--- src/rtl/apb_slave_mem_if.sv ---
// APB completer-side bus bundle for apb_slave_mem.
// Signals:
//   psel, penable, pwrite, paddr[7:0], pwdata[7:0] : driven by the master
//   prdata[7:0], pready, pslverr                     : driven by the slave
// Modports:
//   master : drives request signals, observes the response
//   slave  : observes request signals, drives the response
interface apb_slave_mem_if;
   logic       psel;
   logic       penable;
   logic       pwrite;
   logic [7:0] paddr;
   logic [7:0] pwdata;
   logic [7:0] prdata;
   logic       pready;
   logic       pslverr;

   modport master (
      output psel, penable, pwrite, paddr, pwdata,
      input  prdata, pready, pslverr
   );

   modport slave (
      input  psel, penable, pwrite, paddr, pwdata,
      output prdata, pready, pslverr
   );
endinterface

--- src/rtl/apb_slave_mem.sv ---
// APB completer with a byte-wide register file, fixed wait states and an
// error response for addresses at or beyond DEPTH.
// Parameters:
//   DEPTH       : implemented byte locations 0..DEPTH-1 (1..256)
//   WAIT_CYCLES : access cycles with pready low before completion (0..15)
// Ports:
//   pclk   : bus clock, rising edge
//   preset : synchronous active-high reset (also clears the memory)
//   bus    : APB slave modport (psel/penable/pwrite/paddr/pwdata in,
//            prdata/pready/pslverr out, all outputs registered)
module apb_slave_mem #(
   parameter int unsigned DEPTH       = 64,
   parameter int unsigned WAIT_CYCLES = 0
) (
   input  logic             pclk,
   input  logic             preset,
   apb_slave_mem_if.slave   bus
);

   localparam int unsigned AW      = (DEPTH > 1) ? $clog2(DEPTH) : 1;
   localparam logic [8:0]  DEPTH_W = 9'(DEPTH);

   typedef enum logic [1:0] {
      S_IDLE,
      S_WAIT,
      S_DONE
   } state_t;

   state_t     state, state_next;
   logic [3:0] cnt, cnt_next;
   logic [7:0] addr_q, wdata_q;
   logic       write_q, err_q;
   logic [7:0] mem [0:DEPTH-1];

   logic       capture;
   logic       commit;
   logic       enter_done;
   logic [7:0] sel_addr;
   logic       sel_write;
   logic       sel_err;

   always_comb begin
      state_next = state;
      cnt_next   = cnt;
      capture    = 1'b0;
      commit     = 1'b0;
      case (state)
         S_IDLE: begin
            // psel+penable without a setup cycle is ignored here
            if (bus.psel && !bus.penable) begin
               capture = 1'b1;
               if (WAIT_CYCLES == 0) begin
                  state_next = S_DONE;
               end else begin
                  cnt_next   = 4'(WAIT_CYCLES);
                  state_next = S_WAIT;
               end
            end
         end
         S_WAIT: begin
            if (!bus.psel) begin
               state_next = S_IDLE;
            end else if (bus.penable) begin
               cnt_next = cnt - 4'd1;
               if (cnt == 4'd1) begin
                  state_next = S_DONE;
               end
            end
         end
         S_DONE: begin
            if (!bus.psel) begin
               state_next = S_IDLE;
            end else if (bus.penable) begin
               commit     = write_q && !err_q;
               state_next = S_IDLE;
            end
         end
         default: state_next = S_IDLE;
      endcase

      // With no wait states DONE is entered on the setup edge itself, so the
      // live request must be used instead of the not-yet-captured copy.
      sel_addr   = capture ? bus.paddr  : addr_q;
      sel_write  = capture ? bus.pwrite : write_q;
      sel_err    = capture ? ({1'b0, bus.paddr} >= DEPTH_W) : err_q;
      enter_done = (state != S_DONE) && (state_next == S_DONE);
   end

   always_ff @(posedge pclk) begin
      if (preset) begin
         state       <= S_IDLE;
         cnt         <= '0;
         addr_q      <= '0;
         wdata_q     <= '0;
         write_q     <= 1'b0;
         err_q       <= 1'b0;
         bus.prdata  <= '0;
         bus.pready  <= 1'b0;
         bus.pslverr <= 1'b0;
         for (int unsigned i = 0; i < DEPTH; i++) begin
            mem[i] <= '0;
         end
      end else begin
         state <= state_next;
         cnt   <= cnt_next;
         if (capture) begin
            addr_q  <= bus.paddr;
            wdata_q <= bus.pwdata;
            write_q <= bus.pwrite;
            err_q   <= sel_err;
         end
         bus.pready  <= (state_next == S_DONE);
         bus.pslverr <= (state_next == S_DONE) && sel_err;
         if (enter_done && !sel_write) begin
            bus.prdata <= sel_err ? 8'h00 : mem[sel_addr[AW-1:0]];
         end
         if (commit) begin
            mem[addr_q[AW-1:0]] <= wdata_q;
         end
      end
   end

endmodule

--- src/flat_wrapper.sv ---
// flat-port wrapper written by rule: the top's interface ports become plain ports
module apb_slave_mem_flat 
#(
   parameter int unsigned DEPTH       = 64,
   parameter int unsigned WAIT_CYCLES = 0
)
  (pclk, preset, bus_psel, bus_penable, bus_pwrite, bus_paddr, bus_pwdata, bus_prdata, bus_pready, bus_pslverr);
  apb_slave_mem_if bus_i ();
  input  logic pclk;
  input  logic preset;
  input wire logic [$bits(bus_i.psel)-1:0] bus_psel;
  input wire logic [$bits(bus_i.penable)-1:0] bus_penable;
  input wire logic [$bits(bus_i.pwrite)-1:0] bus_pwrite;
  input wire logic [$bits(bus_i.paddr)-1:0] bus_paddr;
  input wire logic [$bits(bus_i.pwdata)-1:0] bus_pwdata;
  output wire logic [$bits(bus_i.prdata)-1:0] bus_prdata;
  output wire logic [$bits(bus_i.pready)-1:0] bus_pready;
  output wire logic [$bits(bus_i.pslverr)-1:0] bus_pslverr;
  assign bus_i.psel = bus_psel;
  assign bus_i.penable = bus_penable;
  assign bus_i.pwrite = bus_pwrite;
  assign bus_i.paddr = bus_paddr;
  assign bus_i.pwdata = bus_pwdata;
  assign bus_prdata = bus_i.prdata;
  assign bus_pready = bus_i.pready;
  assign bus_pslverr = bus_i.pslverr;
  apb_slave_mem #(.DEPTH(DEPTH), .WAIT_CYCLES(WAIT_CYCLES)) u_core (.pclk(pclk), .preset(preset), .bus(bus_i));
endmodule
--- config.mk ---
export PLATFORM = sky130hd
export DESIGN_NAME = apb_slave_mem_flat
export DESIGN_NICKNAME = d
export VERILOG_FILES = /design/src/rtl/apb_slave_mem_if.sv /design/src/rtl/apb_slave_mem.sv /design/src/flat_wrapper.sv
export SDC_FILE = /design/constraint.sdc
export NUM_CORES = 1
export LEC_CHECK = 0
export ABC_AREA = 1
export ABC_CLOCK_PERIOD_IN_PS = 2700
export BUFFER_PORTS_ARGS = -buffer_cell sky130_fd_sc_hd__buf_4
export CORE_MARGIN = 3
export CORE_UTILIZATION = 58
export DETAILED_ROUTE_END_ITERATION = 7
export PLACE_DENSITY = 0.74
export SLEW_MARGIN = 20
export SYNTH_ARGS = -nofsm -noshare
export SYNTH_HDL_FRONTEND = slang
export SYNTH_SLANG_ARGS = --single-unit
--- constraint.sdc ---
create_clock -name pclk -period 2.7 [get_ports pclk]
set_clock_uncertainty 0.1 [all_clocks]
set_input_delay 0 -clock pclk [delete_from_list [all_inputs] [get_ports pclk]]
set_output_delay 0 -clock pclk [all_outputs]
set_load 0.05 [all_outputs]
==> impl_metrics.tcl <==
set metrics [dict create \
    slowest_delay_ns 0.39 \
    synth_simple_gate_area_frac 0.304 \
    crit_path_start_kind "flop" \
    setup_tns_ns 0 \
    area_delta_synth_final_pct 12.9 \
    final_cell_mix "nand3_1 (559), nand2_1 (557), nor2_1 (529), edfxtp_1 (512), buf_4 (92)" \
    hold_viol 0 \
    via_count 19300 \
    max_freq_ghz 0.379 \
    dr.pass1.iters 6 \
    syn_inst 2534 \
    root_buffer "clkbuf_16" \
    cap_violations 0 \
    antennaDiodeCount 0 \
    viasPerCell 6.15 \
    critical_path_required_ns 3.14 \
    die_height_microns 213 \
    grtUsageTotal 0.310 \
    yosys_register_bits 544 \
    synth_top_family_by_area "simple AND/OR/NAND/NOR gates" \
    worstMarginPinSlew_ns 0.838 \
    max_slew_margin 0.441 \
    antenna_found_initial 0 \
    fin_crit_ns 2.64 \
    core-area_sq_um 42000 \
    critical_path_class "reg2reg" \
    cts_buffers 54 \
    path_cells "nor2_4 > nand2_4 > nand2_4 > nand2_8 > buf_12 > buf_12 > nand2_1 > nand3_1 > nand3_1 > nand3_1 > nand3_1 > nand3_1 > nand3_1 > a21oi_1" \
    clk_latency_ns 0.60 \
    yosysWarningCount 0 \
    finalNetCount 2573 \
    hpwlAfterDp_mm 42.7 \
    drive_above_1_share 0.114 \
    drtAntennaViolNets 0 \
    start_util 0.589 \
    grt_pass1_wl_mm 106 \
    fillCellCount 3175 \
    syn_nets 2557 \
    drt_iter0_markers 2455 \
    cp-end-kind "flop" \
    powerDensity_nw_per_um2 689 \
    synthXorXnorAreaFrac 0.000354 \
    cts.sinks 544 \
    grt_pass1_vias 17900 \
    grt.overflow.total 0 \
    post_drt_wl_per_cell_microns 22.5 \
    clockBufferDepth 3 \
    synth_area_leaders "edfxtp_1 (62%), nand3_1 (11%), nand2_1 (8.5%)" \
    synth_top_area_share 0.621 \
    drt_wl_total_mm 70.4 \
    crit_top_cell "nand3_1" \
    crit_fanout 27 \
    finalSetupViolations 0 \
    postSynthAreaPerCell_sq_um 9.77 \
    final_max_slew_viol_count 0 \
    leakage_nw 10.1 \
    cts.clk_slew.worst_paths_ns 0.06 \
    status "complete, no violations" \
    synth.distinct_cells 32 \
    dieArea_sq_um 45200 \
    crit_arrival_ns 3.07 \
    rsz0062_at_grt "no" \
    ios 31 \
    globalplace.congestion 0.925 \
    seq_area_frac_synth 0.647 \
    hp-class "in2reg" \
    cpMaxStageDelayCell "dfxtp_1" \
    fp.dieW_microns 213 \
    total_power_mw 19.3 \
    htreeDepth 2 \
    synth_adder_area_share 0.00101 \
    yosysTopAreaCell "edfxtp_1" \
    fin_hold_ws_ns 0.128 \
    rows 75 \
    final_common_cell "nand3_1" \
    yosys-mux-area-fraction 0.000404 \
    synth_compound_area_frac 0.00794 \
    grt_max_degree 76 \
    drc 0 \
    io_buffers 30 \
    postCtsSetupBuffers 0 \
    peakVddDrop_mv 0.684 \
    cts_tree "done" \
    syn_area_sq_um 24800 \
    final.period_utilization 0.976 \
]
[stage by stage]
stage | util | area, sq um | cells | setup slack (ns)
finish | 0.665 | 27900 | 3133 | 0.0638
global route | 0.665 | 27900 | 3133 | 0.00512
CTS | 0.662 | 27800 | 3130 | 0.0155
detailed placement | 0.615 | 25900 | 3008 | 0.00461
global placement | 0.615 | 25900 | 3008 | 0.0280
floorplan | - | 24800 | 2534 | 0.440
[power by group]
group | switching (mW) | internal, mW
Combinational | 1.65 | 0.639
Sequential | 0.100 | 9.48
Clock | 3.18 | 4.21
Total | 4.93 | 14.3
[critical path: cells and delay by family, from the launching register on]
| kind | cells | cell delay [ns] |
|---|---|---|
| simple gates | 11 | 1.52 |
| flops | 1 | 0.39 |
| buf+inv | 2 | 0.39 |
| compound gates | 1 | 0.14 |
[layout make-up]
cell class                 instances  area, sq um  share of cell area
tap                              539          674              0.0241
multi-input combinational       1775         7890               0.283
timing repair buffer             145         1530              0.0546
sequential                       544        16000               0.573
clock inverter                    33          299              0.0107
clock buffer                      67         1420              0.0509
inverter                          30          113             0.00403
[logic make-up after synthesis]
group / count (synthesis)
adders and majority gates: 2
AOI/OAI and AO/OA: 37
xor gates and xnor gates: 1
DFF: 544
buffers and inverters: 217
muxes: 1
and+or+nand+nor: 1732
[synthesized netlist by cell type (all sizes together)]
master  count
nand2     608
nand3     562
nor2      532
edfxtp    512
buf        97
clkbuf     90
dfxtp      32
inv        27
a21oi      20
o21ai      17
nor3       14
nor4        9
nand4       5
clkinv      3
ha          2
mux2i       1
nand3b      1
nor3b       1
xor2        1
[per-layer routing]
layer	wire length, microns	track usage
met3	8670	0.0614
met1	25900	0.426
met5	0	0
met2	33000	0.492
met4	2920	0.122
[sequential cells by signal (all words and copies together) (netlist names)]
signal,flops
u_core.cnt,4
u_core.bus.pready,1
u_core.bus.pslverr,1
u_core.write_q,1
u_core.mem,512
u_core.state,2
u_core.addr_q,6
u_core.wdata_q,8
u_core.bus.prdata,8
u_core.err_q,1
[final timing paths]
check                                    start  slack [ns]  depth (start not counted)                           endpoint
max                 u_core.state[1]$_SDFF_PP0_        0.06                         14  u_core.bus.prdata[4]$_SDFFE_PP0P_
min                              bus_pwdata[3]        0.13                          4     u_core.wdata_q[3]$_SDFFE_PP0N_
max reg2reg         u_core.state[1]$_SDFF_PP0_        0.06                         14  u_core.bus.prdata[4]$_SDFFE_PP0P_
min reg2reg  u_core.bus.prdata[2]$_SDFFE_PP0P_        0.38                          2  u_core.bus.prdata[2]$_SDFFE_PP0P_
[timing repair]
action	in CTS	in global routing
cloned	0	3
pin swaps	0	2
hold buffers	22	0
resized for setup	4	13
hold endpoints to repair	32	0
endpoints found under the setup margin	4	44
Power figures use the tool's default switching activity.
